$ cat src/rtl/ninjakun_pkg.sv
// ninjakun_pkg -- shared definitions for the Ninja-Kun family bus decoder.
//
// Holds the hardware-variant encodings, the chip-select index constants,
// the decoder FSM state constants and the per-variant, per-CPU memory map
// (base/mask per region). Used by ninjakun_regdec, ninjakun_busdec_if and
// ninjakun_busdec.
//
// Optional feature macro (used by the importing files): NINJAKUN_BUSDEC_FAULT_EN.
package ninjakun_pkg;

    typedef enum logic [1:0] {
        HW_NINJAKUN = 2'd0,
        HW_RAIDERS5 = 2'd1,
        HW_NOVA2001 = 2'd2,
        HW_PKUNWAR  = 2'd3
    } hwtype_t;

    // Chip-select bit positions.
    localparam int CS_PSG      = 0;
    localparam int CS_FGV      = 1;
    localparam int CS_BGV      = 2;
    localparam int CS_SPA      = 3;
    localparam int CS_PAL      = 4;
    localparam int CS_SCRX     = 5;
    localparam int CS_SCRY     = 6;
    localparam int NUM_REGIONS = 7;

    // Decoder FSM states.
    localparam logic [1:0] ST_IDLE = 2'd0;
    localparam logic [1:0] ST_ACC  = 2'd1;
    localparam logic [1:0] ST_DONE = 2'd2;

    // A region hits when (adr & mask) == base and the entry is enabled.
    typedef struct packed {
        logic        en;
        logic [15:0] base;
        logic [15:0] mask;
    } region_t;

    localparam region_t REG_NONE = '{en: 1'b0, base: 16'h0000, mask: 16'h0000};

    function automatic region_t mk(input logic [15:0] b, input logic [15:0] m);
        return '{en: 1'b1, base: b, mask: m};
    endfunction

    // Memory map. Ninja-Kun shares one map between both CPUs; Raiders5 has
    // a reduced second-CPU map; Nova2001 and Penguin-Kun Wars have no
    // second-CPU map, so CPU1 decodes to nothing there.
    function automatic region_t region_of(input hwtype_t hw, input logic cpu, input int idx);
        region_t r;
        r = REG_NONE;
        case (hw)
            HW_NINJAKUN: begin
                case (idx)
                    CS_PSG:  r = mk(16'hA000, 16'hFFFC);
                    CS_FGV:  r = mk(16'hC000, 16'hF800);
                    CS_BGV:  r = mk(16'hC800, 16'hF800);
                    CS_SPA:  r = mk(16'hD000, 16'hF800);
                    CS_PAL:  r = mk(16'hD800, 16'hFC00);
                    CS_SCRX: r = mk(16'hA400, 16'hFFFF);
                    CS_SCRY: r = mk(16'hA401, 16'hFFFF);
                    default: r = REG_NONE;
                endcase
            end
            HW_RAIDERS5: begin
                if (!cpu) begin
                    case (idx)
                        CS_PSG:  r = mk(16'hA000, 16'hFFFC);
                        CS_FGV:  r = mk(16'h8000, 16'hF800);
                        CS_BGV:  r = mk(16'h8800, 16'hF800);
                        CS_SPA:  r = mk(16'h9000, 16'hF800);
                        CS_PAL:  r = mk(16'hD000, 16'hFC00);
                        CS_SCRX: r = mk(16'hC000, 16'hFFFF);
                        CS_SCRY: r = mk(16'hC001, 16'hFFFF);
                        default: r = REG_NONE;
                    endcase
                end else begin
                    case (idx)
                        CS_PSG:  r = mk(16'hA000, 16'hFFFC);
                        CS_FGV:  r = mk(16'h8000, 16'hF800);
                        CS_SCRX: r = mk(16'hE000, 16'hFFFF);
                        CS_SCRY: r = mk(16'hE001, 16'hFFFF);
                        default: r = REG_NONE;
                    endcase
                end
            end
            HW_NOVA2001: begin
                if (!cpu) begin
                    case (idx)
                        CS_PSG:  r = mk(16'hC000, 16'hFFFE);
                        CS_FGV:  r = mk(16'hA000, 16'hF800);
                        CS_BGV:  r = mk(16'hA800, 16'hF800);
                        CS_SPA:  r = mk(16'hB000, 16'hF800);
                        CS_PAL:  r = mk(16'hB800, 16'hFC00);
                        CS_SCRX: r = mk(16'hBFFE, 16'hFFFF);
                        CS_SCRY: r = mk(16'hBFFF, 16'hFFFF);
                        default: r = REG_NONE;
                    endcase
                end
            end
            HW_PKUNWAR: begin
                if (!cpu) begin
                    case (idx)
                        CS_PSG:  r = mk(16'hA000, 16'hFFFE);
                        CS_FGV:  r = mk(16'h8000, 16'hF800);
                        CS_BGV:  r = mk(16'h8800, 16'hF800);
                        CS_SPA:  r = mk(16'h9000, 16'hF800);
                        CS_PAL:  r = mk(16'hA800, 16'hFC00);
                        default: r = REG_NONE;
                    endcase
                end
            end
            default: r = REG_NONE;
        endcase
        return r;
    endfunction

endpackage

$ cat src/rtl/ninjakun_busdec_if.sv
// ninjakun_busdec_if -- CPU-side bus of the Ninja-Kun bus decoder.
//
// Signals: hwtype (variant), cp0adr/cp1adr (addresses), cp0req/cp1req
// (memory-cycle strobes), cs (one-hot chip select), csown (owning CPU),
// cp0wait/cp1wait (stall requests); fault/faultcnt only when
// NINJAKUN_BUSDEC_FAULT_EN is defined.
// Modports: master = CPU/stimulus side, slave = decoder side.
//
// Handshake: cpNreq is the request (valid); ~cpNwait acts as ready. A CPU
// holds cpNreq and its address while cpNwait is high; the cycle in which
// cpNreq is high and cpNwait is low completes that CPU's access, and the
// CPU ends it by dropping cpNreq.
interface ninjakun_busdec_if #(parameter int NCS = 7);
    ninjakun_pkg::hwtype_t hwtype;
    logic [15:0]           cp0adr;
    logic [15:0]           cp1adr;
    logic                  cp0req;
    logic                  cp1req;
    logic [NCS-1:0]        cs;
    logic                  csown;
    logic                  cp0wait;
    logic                  cp1wait;
`ifdef NINJAKUN_BUSDEC_FAULT_EN
    logic                  fault;
    logic [7:0]            faultcnt;
`endif

    modport master (
        output hwtype, cp0adr, cp1adr, cp0req, cp1req,
        input  cs, csown, cp0wait, cp1wait
`ifdef NINJAKUN_BUSDEC_FAULT_EN
        , input fault, faultcnt
`endif
    );

    modport slave (
        input  hwtype, cp0adr, cp1adr, cp0req, cp1req,
        output cs, csown, cp0wait, cp1wait
`ifdef NINJAKUN_BUSDEC_FAULT_EN
        , output fault, faultcnt
`endif
    );
endinterface

$ cat src/rtl/ninjakun_regdec.sv
// ninjakun_regdec -- combinational region decoder for one CPU.
//
// Ports: hwtype (variant), adr (CPU address), hit (address falls in some
// region), sel (one-hot region select, NCS wide).
// Parameters: CPU selects the CPU0/CPU1 map, NCS the select width.
// Feature macro NINJAKUN_BUSDEC_FAULT_EN does not affect this block.
module ninjakun_regdec
    import ninjakun_pkg::*;
#(
    parameter bit CPU = 1'b0,
    parameter int NCS = 7
) (
    input  hwtype_t        hwtype,
    input  logic [15:0]    adr,
    output logic           hit,
    output logic [NCS-1:0] sel
);

    logic [NCS-1:0] raw;

    for (genvar i = 0; i < NCS; i++) begin : g_reg
        region_t rg;
        assign rg     = region_of(hwtype, CPU, i);
        assign raw[i] = rg.en && ((adr & rg.mask) == rg.base);
    end

    // The map has no overlaps, but the lowest index still wins so that sel
    // stays one-hot even if a future map entry overlaps another.
    always_comb begin
        sel = '0;
        for (int i = NCS - 1; i >= 0; i--) begin
            if (raw[i]) begin
                sel    = '0;
                sel[i] = 1'b1;
            end
        end
    end

    assign hit = |raw;

endmodule

$ cat src/rtl/ninjakun_busdec.sv
// ninjakun_busdec -- two-CPU bus decoder / arbiter with wait-state insertion.
//
// Ports: clk, rst_n (async active-low), bus (ninjakun_busdec_if.slave:
// hwtype, cp0adr/cp1adr, cp0req/cp1req in; cs, csown, cp0wait/cp1wait out,
// plus fault/faultcnt when NINJAKUN_BUSDEC_FAULT_EN is defined),
// dbg_state (current FSM state).
// Parameters: WAITS (0..15) extra wait cycles per access, NCS select width.
//
// FSM: IDLE -> ACC on a hitting request (owner, cs registered), ACC for
// WAITS+1 cycles, DONE until the owner drops its request, back to IDLE.
module ninjakun_busdec
    import ninjakun_pkg::*;
#(
    parameter int WAITS = 1,
    parameter int NCS   = 7
) (
    input  logic               clk,
    input  logic               rst_n,
    ninjakun_busdec_if.slave   bus,
    output logic [1:0]         dbg_state
);

    localparam logic [3:0] WAITS_L = WAITS[3:0];

    logic           hit0, hit1;
    logic [NCS-1:0] sel0, sel1;
    logic [1:0]     state;
    logic [3:0]     cnt;
    logic           rr_cpu1;      // CPU1 has priority on the next tie
    logic           own_q;
    logic [NCS-1:0] cs_q;
    logic           req_hit0, req_hit1;
    logic           owner_req;
    logic           grant_cpu1;
    logic           in_done;

    ninjakun_regdec #(.CPU(1'b0), .NCS(NCS)) u_dec0 (
        .hwtype (bus.hwtype),
        .adr    (bus.cp0adr),
        .hit    (hit0),
        .sel    (sel0)
    );

    ninjakun_regdec #(.CPU(1'b1), .NCS(NCS)) u_dec1 (
        .hwtype (bus.hwtype),
        .adr    (bus.cp1adr),
        .hit    (hit1),
        .sel    (sel1)
    );

    // Requests that miss every region never reach the arbiter.
    assign req_hit0   = bus.cp0req & hit0;
    assign req_hit1   = bus.cp1req & hit1;
    assign owner_req  = own_q ? bus.cp1req : bus.cp0req;
    assign grant_cpu1 = req_hit1 & (~req_hit0 | rr_cpu1);
    assign in_done    = (state == ST_DONE);

    always_ff @(posedge clk or negedge rst_n) begin
        if (!rst_n) begin
            state   <= ST_IDLE;
            cs_q    <= '0;
            own_q   <= 1'b0;
            cnt     <= 4'd0;
            rr_cpu1 <= 1'b0;
        end else begin
            case (state)
                ST_IDLE: begin
                    if (req_hit0 || req_hit1) begin
                        state   <= ST_ACC;
                        own_q   <= grant_cpu1;
                        cs_q    <= grant_cpu1 ? sel1 : sel0;
                        cnt     <= 4'd0;
                        rr_cpu1 <= ~grant_cpu1;
                    end
                end
                ST_ACC: begin
                    // An owner that abandons its cycle releases the bus at once.
                    if (!owner_req) begin
                        state <= ST_IDLE;
                        cs_q  <= '0;
                        cnt   <= 4'd0;
                    end else if (cnt == WAITS_L) begin
                        state <= ST_DONE;
                        cnt   <= 4'd0;
                    end else begin
                        cnt <= cnt + 4'd1;
                    end
                end
                ST_DONE: begin
                    // Always pass through IDLE so a pending request is seen there.
                    if (!owner_req) begin
                        state <= ST_IDLE;
                        cs_q  <= '0;
                    end
                end
                default: begin
                    state <= ST_IDLE;
                    cs_q  <= '0;
                    cnt   <= 4'd0;
                end
            endcase
        end
    end

    assign bus.cs      = cs_q;
    assign bus.csown   = own_q;
    // Only the owner in DONE is released; everyone else hitting keeps stalling.
    assign bus.cp0wait = req_hit0 & ~(~own_q & in_done);
    assign bus.cp1wait = req_hit1 & ~(own_q & in_done);
    assign dbg_state   = state;

`ifdef NINJAKUN_BUSDEC_FAULT_EN
    logic       fault_q;
    logic [7:0] fcnt_q;
    logic       same_hit;

    // Both CPUs hitting the same region while an access is in flight.
    assign same_hit = req_hit0 & req_hit1 & (sel0 == sel1) & (state != ST_IDLE);

    always_ff @(posedge clk or negedge rst_n) begin
        if (!rst_n) begin
            fault_q <= 1'b0;
            fcnt_q  <= 8'd0;
        end else if (same_hit) begin
            fault_q <= 1'b1;
            if (fcnt_q != 8'hFF) begin
                fcnt_q <= fcnt_q + 8'd1;
            end
        end
    end

    assign bus.fault    = fault_q;
    assign bus.faultcnt = fcnt_q;
`endif

endmodule

$ cat src/flat_wrapper.sv
// flat-port wrapper written by rule: the top's interface ports become plain ports
module ninjakun_busdec_flat import ninjakun_pkg::*;
#(
    parameter int WAITS = 1,
    parameter int NCS   = 7
)
  (clk, rst_n, dbg_state, bus_hwtype, bus_cp0adr, bus_cp1adr, bus_cp0req, bus_cp1req, bus_cs, bus_csown, bus_cp0wait, bus_cp1wait);
  ninjakun_busdec_if #(.NCS(NCS)) bus_i ();
  input  logic clk;
  input  logic rst_n;
  output logic [1:0] dbg_state;
  input wire logic [$bits(bus_i.hwtype)-1:0] bus_hwtype;
  input wire logic [$bits(bus_i.cp0adr)-1:0] bus_cp0adr;
  input wire logic [$bits(bus_i.cp1adr)-1:0] bus_cp1adr;
  input wire logic [$bits(bus_i.cp0req)-1:0] bus_cp0req;
  input wire logic [$bits(bus_i.cp1req)-1:0] bus_cp1req;
  output wire logic [$bits(bus_i.cs)-1:0] bus_cs;
  output wire logic [$bits(bus_i.csown)-1:0] bus_csown;
  output wire logic [$bits(bus_i.cp0wait)-1:0] bus_cp0wait;
  output wire logic [$bits(bus_i.cp1wait)-1:0] bus_cp1wait;
  assign bus_i.hwtype = bus_hwtype;
  assign bus_i.cp0adr = bus_cp0adr;
  assign bus_i.cp1adr = bus_cp1adr;
  assign bus_i.cp0req = bus_cp0req;
  assign bus_i.cp1req = bus_cp1req;
  assign bus_cs = bus_i.cs;
  assign bus_csown = bus_i.csown;
  assign bus_cp0wait = bus_i.cp0wait;
  assign bus_cp1wait = bus_i.cp1wait;
  ninjakun_busdec #(.WAITS(WAITS), .NCS(NCS)) u_core (.clk(clk), .rst_n(rst_n), .bus(bus_i), .dbg_state(dbg_state));
endmodule
$ cat config.mk
export PLATFORM = sky130hd
export DESIGN_NAME = ninjakun_busdec_flat
export DESIGN_NICKNAME = d
export VERILOG_FILES = /design/src/rtl/ninjakun_pkg.sv /design/src/rtl/ninjakun_busdec_if.sv /design/src/rtl/ninjakun_regdec.sv /design/src/rtl/ninjakun_busdec.sv /design/src/flat_wrapper.sv
export SDC_FILE = /design/constraint.sdc
export NUM_CORES = 1
export LEC_CHECK = 0
export BUFFER_PORTS_ARGS = -buffer_cell sky130_fd_sc_hd__buf_2
export CAP_MARGIN = 40
export CORE_ASPECT_RATIO = 1.4
export CORE_MARGIN = 10
export CORE_UTILIZATION = 50
export CTS_CLUSTER_DIAMETER = 50
export DETAILED_ROUTE_END_ITERATION = 8
export GPL_TIMING_DRIVEN = 1
export PLACE_DENSITY = 0.78
export SETUP_SLACK_MARGIN = 0.15
export SYNTH_ARGS = -nofsm -noshare
export SYNTH_HDL_FRONTEND = slang
export SYNTH_SLANG_ARGS = --single-unit
$ cat constraint.sdc
create_clock -name clk -period 2.3 [get_ports clk]
set_input_delay 0.23 -clock clk [delete_from_list [all_inputs] [get_ports clk]]
set_output_delay 0.23 -clock clk [all_outputs]
set_load 0.05 [all_outputs]
# After elaboration in Yosys (flattened, before gate mapping)
# Index checks and enable logic that the tools add are counted.
[word_totals]
input_bits = 38
reg_bits = 15
elab_cells = 126
[classes]
eq_ne = 24
addsub = 1
n_mux = 42
bitwise = 28
reduce_logical = 26
[op_table]
columns = ["operator", "n"]
rows = [
  ["33-bit case mux with 3 select lines", 4],
  ["33-bit case mux with 4 select lines", 3],
  ["16-bit bitwise AND", 14],
  ["16-bit == test", 14],
  ["33-bit case mux with 2 select lines", 3],
  ["33-bit two-way mux", 4],
  ["7-bit two-way mux", 17],
  ["1-bit logical AND", 14],
  ["7-bit case mux with 2 select lines", 1],
  ["7-bit OR reduction", 2],
  ["4-bit two-way mux", 3],
  ["4-bit case mux with 3 select lines", 1],
  ["2-bit two-way mux", 4],
  ["1-bit bitwise AND", 7],
  ["2-bit == test, second input constant", 3],
  ["1-bit NOT", 6],
  ["2-bit case mux with 3 select lines", 1],
  ["2-bit AND reduction", 3],
  ["2-bit OR reduction", 3],
  ["4-bit by 1-bit adder with 4-bit output, second input constant", 1],
  ["2-bit by 1-bit == test with 1-bit output, second input constant", 2],
  ["4-bit by 1-bit == test with 1-bit output, second input constant", 1],
  ["2-bit zero test", 2],
  ["2-bit != test, second input constant", 2],
  ["other kinds (6)", 6],
]

# Logic depth before layout (Yosys ltp)
[depth]
word_depth = 15
mapped_depth = 11

# Hierarchy
# From an unflattened synthesis, not the netlist that was laid out.
[hier_totals]
cells_unflattened = 168
area_unflattened_um2 = 1490.2
[modules_own_cells]
columns = ["module", "seq_area_each_um2", "area_per_inst_um2", "n_inst", "cells_each"]
rows = [
  ["ninjakun_busdec", 375.4, 862.1, 1, 82],
  ["ninjakun_regdec at u_core.u_dec0", 0.0, 396.6, 1, 56],
  ["ninjakun_regdec at u_core.u_dec1", 0.0, 231.5, 1, 30],
]

# Worst setup path after synthesis
# Ideal clock, no wire load.
[synth_path]
path_type = "input to output"
startpoint = "in bus_hwtype[0]"
endpoint = "out bus_cp0wait"
stages = 9
arrival_time_ns = 2.564
setup_slack_ns = -0.494
n_path_buf = 2
t_required_ns = 2.070
cell_sequence = "buf_6 > buf_2 > nand2_1 > ha_1 > nor4_1 > o21ai_0 > a222oi_1 > o31ai_4 > a21oi_1"
[synth_between]
elab_chain_cells = 9
elab_cells_between_ends = 33
classes_between = "10 x eq/ne; 7 x mux; 5 x bitwise; 11 x reduce/logical"
[synth_lines]
columns = ["element", "line_no", "rtl"]
rows = [
  ["from (decl)", "flat_wrapper.sv:12", "input wire logic [$bits(bus_i.hwtype)-1:0] bus_hwtype;"],
  ["2-bit by 1-bit == test with 1-bit output or 2-bit zero test (tied branches)", "ninjakun_pkg.sv:52", "case (hw)"],
  ["2-bit OR reduction (no line)", "--", ""],
  ["33-bit case mux with 3 select lines", "ninjakun_pkg.sv:52", ""],
  ["16-bit bitwise AND", "ninjakun_regdec.sv:24", "assign raw[i] = rg.en && ((adr & rg.mask) == rg.base);"],
  ["16-bit == test", "ninjakun_regdec.sv:24", ""],
  ["1-bit logical AND", "ninjakun_regdec.sv:24", ""],
  ["7-bit OR reduction (*)", "ninjakun_regdec.sv:39", "assign hit = |raw;"],
  ["1-bit bitwise AND (*)", "ninjakun_busdec.sv:52", "assign req_hit0 = bus.cp0req & hit0;"],
  ["1-bit bitwise AND (*)", "ninjakun_busdec.sv:108", "assign bus.cp0wait = req_hit0 & ~(~own_q & in_done);"],
  ["to (decl)", "flat_wrapper.sv:19", "output wire logic [$bits(bus_i.cp0wait)-1:0] bus_cp0wait;"],
]
# Every way passes the cells marked *; elsewhere a longest branch is shown, timed or not. The select of a mux whose other input is x is not followed.

# Final worst setup path
[layout_path]
startpoint = "in bus_cp0adr[13]"
endpoint = "out bus_cp0wait"
[layout_between]
elab_chain_cells = 6
elab_cells_between_ends = 24
classes_between = "7 x eq/ne; 9 x bitwise; 8 x reduce/logical"
[layout_lines]
columns = ["element", "line_no", "rtl"]
rows = [
  ["from (decl)", "flat_wrapper.sv:13", "input wire logic [$bits(bus_i.cp0adr)-1:0] bus_cp0adr;"],
  ["16-bit bitwise AND", "ninjakun_regdec.sv:24", ""],
  ["16-bit == test", "ninjakun_regdec.sv:24", ""],
  ["1-bit logical AND", "ninjakun_regdec.sv:24", ""],
  ["7-bit OR reduction (*)", "ninjakun_regdec.sv:39", ""],
  ["1-bit bitwise AND (*)", "ninjakun_busdec.sv:52", ""],
  ["1-bit bitwise AND (*)", "ninjakun_busdec.sv:108", ""],
]
# Every way passes the cells marked *; elsewhere a longest branch is shown, timed or not.

==> qor.csv <==
stage;metric;value;unit
synthesis;synth-seq-area-share;25.6;%
floorplanning;row_count;23;
timing;drv_slew;0;
setup_path;worstRegToRegCells;6;
synthesis;syn_inst;170;
floorplanning;die_h;84.1;µm
timing;finalCritPeriodShare;91.8;%
setup_path;path_max_fanout;6;
floorplanning;coreArea;2850;µm²
final_layout;final_cell_mix;buf_2 (45), buf_4 (26), nand2_1 (17), dfrtp_1 (15), nor2_1 (12);
timing;worstMarginPinSlew;390;ps
timing;hold_viol_final;0;
min_path;min_to;u_core.bus.cs[6];
floorplanning;ios;50;
synthesis;ys_ff_latch;15;
flow_run;drv_cap;0;
timing;max_freq;474;MHz
power_and_ir_drop;power.density;609;nW/µm²
final_layout;antennaDiodeCount;0;
power_and_ir_drop;p_leak;0.925;nW
cts;htreeDepth;1;
drt;vias;1662;
timing;setup_tns;0;ps
timing;maxSlewHeadroom;74.0;%
drt;drt-initial-drc-count;124;
cts;clock_path_buffers;2;
drt;wl;4.84;mm
status;status;completed;
cts;insertion_delay;250;ps
setup_path;r2r_slack;570;ps
setup_path;crit_path_end_kind;output pin;
final_layout;final_common_cell;buf_2;
synthesis;ys.flop_type;dfrtp_1;
placed_design;hpwl;3.97;mm
drt;vias_per_cell;5.91;
timing;setup_viol;0;
placed_design;port_buffers;49;
cts;root_buffer;clkbuf_8;
timing;period_minus_slack;2110;ps
floorplanning;dieArea;5530;µm²
setup_path;startpoint_type;input port;
global_route;grt-ovfl-total;0;
global_route;grt_pass1_vias;1758;
final_layout;areaGrowthSynthToFinish;40.9;%
drt;ant_nets;0;
synthesis;syn_avg_cell_area;8.63;µm²
timing;fin_hold_ws;383;ps
min_path;hold_depth;4;
timing;finalClockSkew;2.05;ps
setup_path;criticalPathCategory;input port to output pin;
drt;drc_errors;0;
cts;cts_buffers;3;
timing;rsz0062_at_grt;true;
drt;wl_per_cell;17.2;µm
power_and_ir_drop;ir_drop;0.479;mV
setup_path;r2r-end;u_core.dbg_state[0];
synthesis;syn_nets;214;
setup_path;required;2070;ps
global_route;antenna_found_initial;0;
final_layout;drive_gt1_share;41.8;%
min_path;hp-class;input port to register;
global_route;grt_first_pass_wirelength;7.89;mm
final_layout;fin_nets;289;
power_and_ir_drop;total_power;1.26;mW
synthesis;yosys_warnings;0;
floorplanning;start_util;51.5;%
cts;tritoncts;yes;
cts;clk_pin_slew;60;ps
drt;drtPass1Iterations;4;
floorplanning;die_x;65.8;µm
synthesis;async_reset_ff_share;100;%
synthesis;synth.distinct_cells;56;
global_route;grt_max_degree;16;
global_route;grtUsageTotal;17.6;%
setup_path;cp.arrival;1880;ps
min_path;hold_start;bus_cp0adr[0];
setup_path;timing.rr.start;u_core.dbg_state[1];
placed_design;place_congestion;0.881;
cts;cts.sinks;15;
synthesis;synth_edf_count;0;
synthesis;syn_area;1470;µm²
## cell type report
class	instances	area, µm²
Fill cell	210	783
Clock buffer	3	41.3
Sequential cell	15	375
Inverter	7	26.3
Multi-Input combinational cell	144	1120
Timing Repair Buffer	74	453
Tap cell	37	46.3
Clock inverter	1	5.00
## per-stage QoR
step | setup WS [ps] | cells | utilization (%) | cell area [µm²]
final | 188 | 281 | 72.5 | 2070
after global routing | 123 | 281 | 72.5 | 2070
after CTS | 161 | 280 | 71.1 | 2020
after detailed placement | -156 | 273 | 67.4 | 1920
after global placement | -27.6 | 273 | 67.4 | 1920
after floorplan | -200 | 170 | - | 1510
## cell usage after synthesis (all sizes together), types with 2 or more instances
cell type   n  area share, %
a211oi      2            1.0
a21oi       6            2.0
a22o        6            3.6
and2        2           0.85
and3b       2            1.2
buf         3            1.6
dfrtp      15             26
ha          6            5.1
inv         7            1.8
mux2        2            1.5
mux2i       5            3.4
nand2      18            4.6
nand2b      4            2.2
nand3       6            2.0
nand4       3            1.3
nand4bb     2            1.5
nor2       12            3.1
nor2b       5            2.1
nor3        7            2.4
nor3b       5            2.6
nor4        4            1.7
nor4b       4            2.8
nor4bb      2            1.4
o211ai      2            1.0
o21ai      13            5.2
o31a        2            1.2
o31ai       3            2.8
or3         2           0.85
or3b        2            1.2
or4         2            1.0
## worst max-delay path, stage by stage
cell and delay (ps):
buf_2 130, buf_4 150, nor2b_1 140, a21oi_1 220
o32ai_1 120, buf_4 160, o31ai_4 360, buf_6 170
a21oi_2 40, buf_6 160
## power breakdown
part           leakage, nW  switching, mW  internal, mW  total (mW)
clock network       0.0255         0.0898         0.120       0.210
registers            0.203         0.0596         0.310       0.370
logic                0.696          0.433         0.245       0.679
## registers in the layout (all words and copies together) (netlist names)
| name | flops |
|---|---|
| u_core.rr_cpu1 | 1 |
| u_core.bus.cs | 7 |
| u_core.bus.csown | 1 |
| u_core.cnt | 4 |
| u_core.dbg_state | 2 |
## worst max path at each step
stage | slack (ps) | from | end
finish | 190 | bus_cp0adr[13] | bus_cp0wait
global route | 120 | bus_hwtype[0] | bus_cp0wait
CTS | 160 | bus_hwtype[0] | bus_cp0wait
detailed placement | -160 | bus_hwtype[1] | u_core.cnt[2]
global placement | -30 | bus_hwtype[0] | u_core.cnt[2]
floorplan | -200 | bus_hwtype[0] | u_core.bus.cs[3]
## layer usage
metal | wire (µm) | track usage, % | up-vias
li1 | - | - | 805
met1 | 1710 | 16.0 | 782
met2 | 2720 | 34.0 | 62
met3 | 240 | 3.36 | 13
met4 | 165 | 9.57 | 0
met5 | 0 | 0 | -
## logic make-up after synthesis
logic type / synth area share [%]
simple gates: 34.4
fa+ha+maj: 5.12
xor+xnor: 0.597
buf+inv: 3.67
flops: 25.6
compound gates: 25.7
mux: 4.95
## repair_timing
item / CTS / global route
endpoints found under the setup margin: 6 / 6
hold buffers: 1 / 0
endpoints found under the hold margin: 15 / 0
gates cloned: 0 / 0
resized for setup: 9 / 6
buffers inserted: 2 / 1
pin swaps: 3 / 6
No activity file was read; power rests on OpenSTA's default activity.
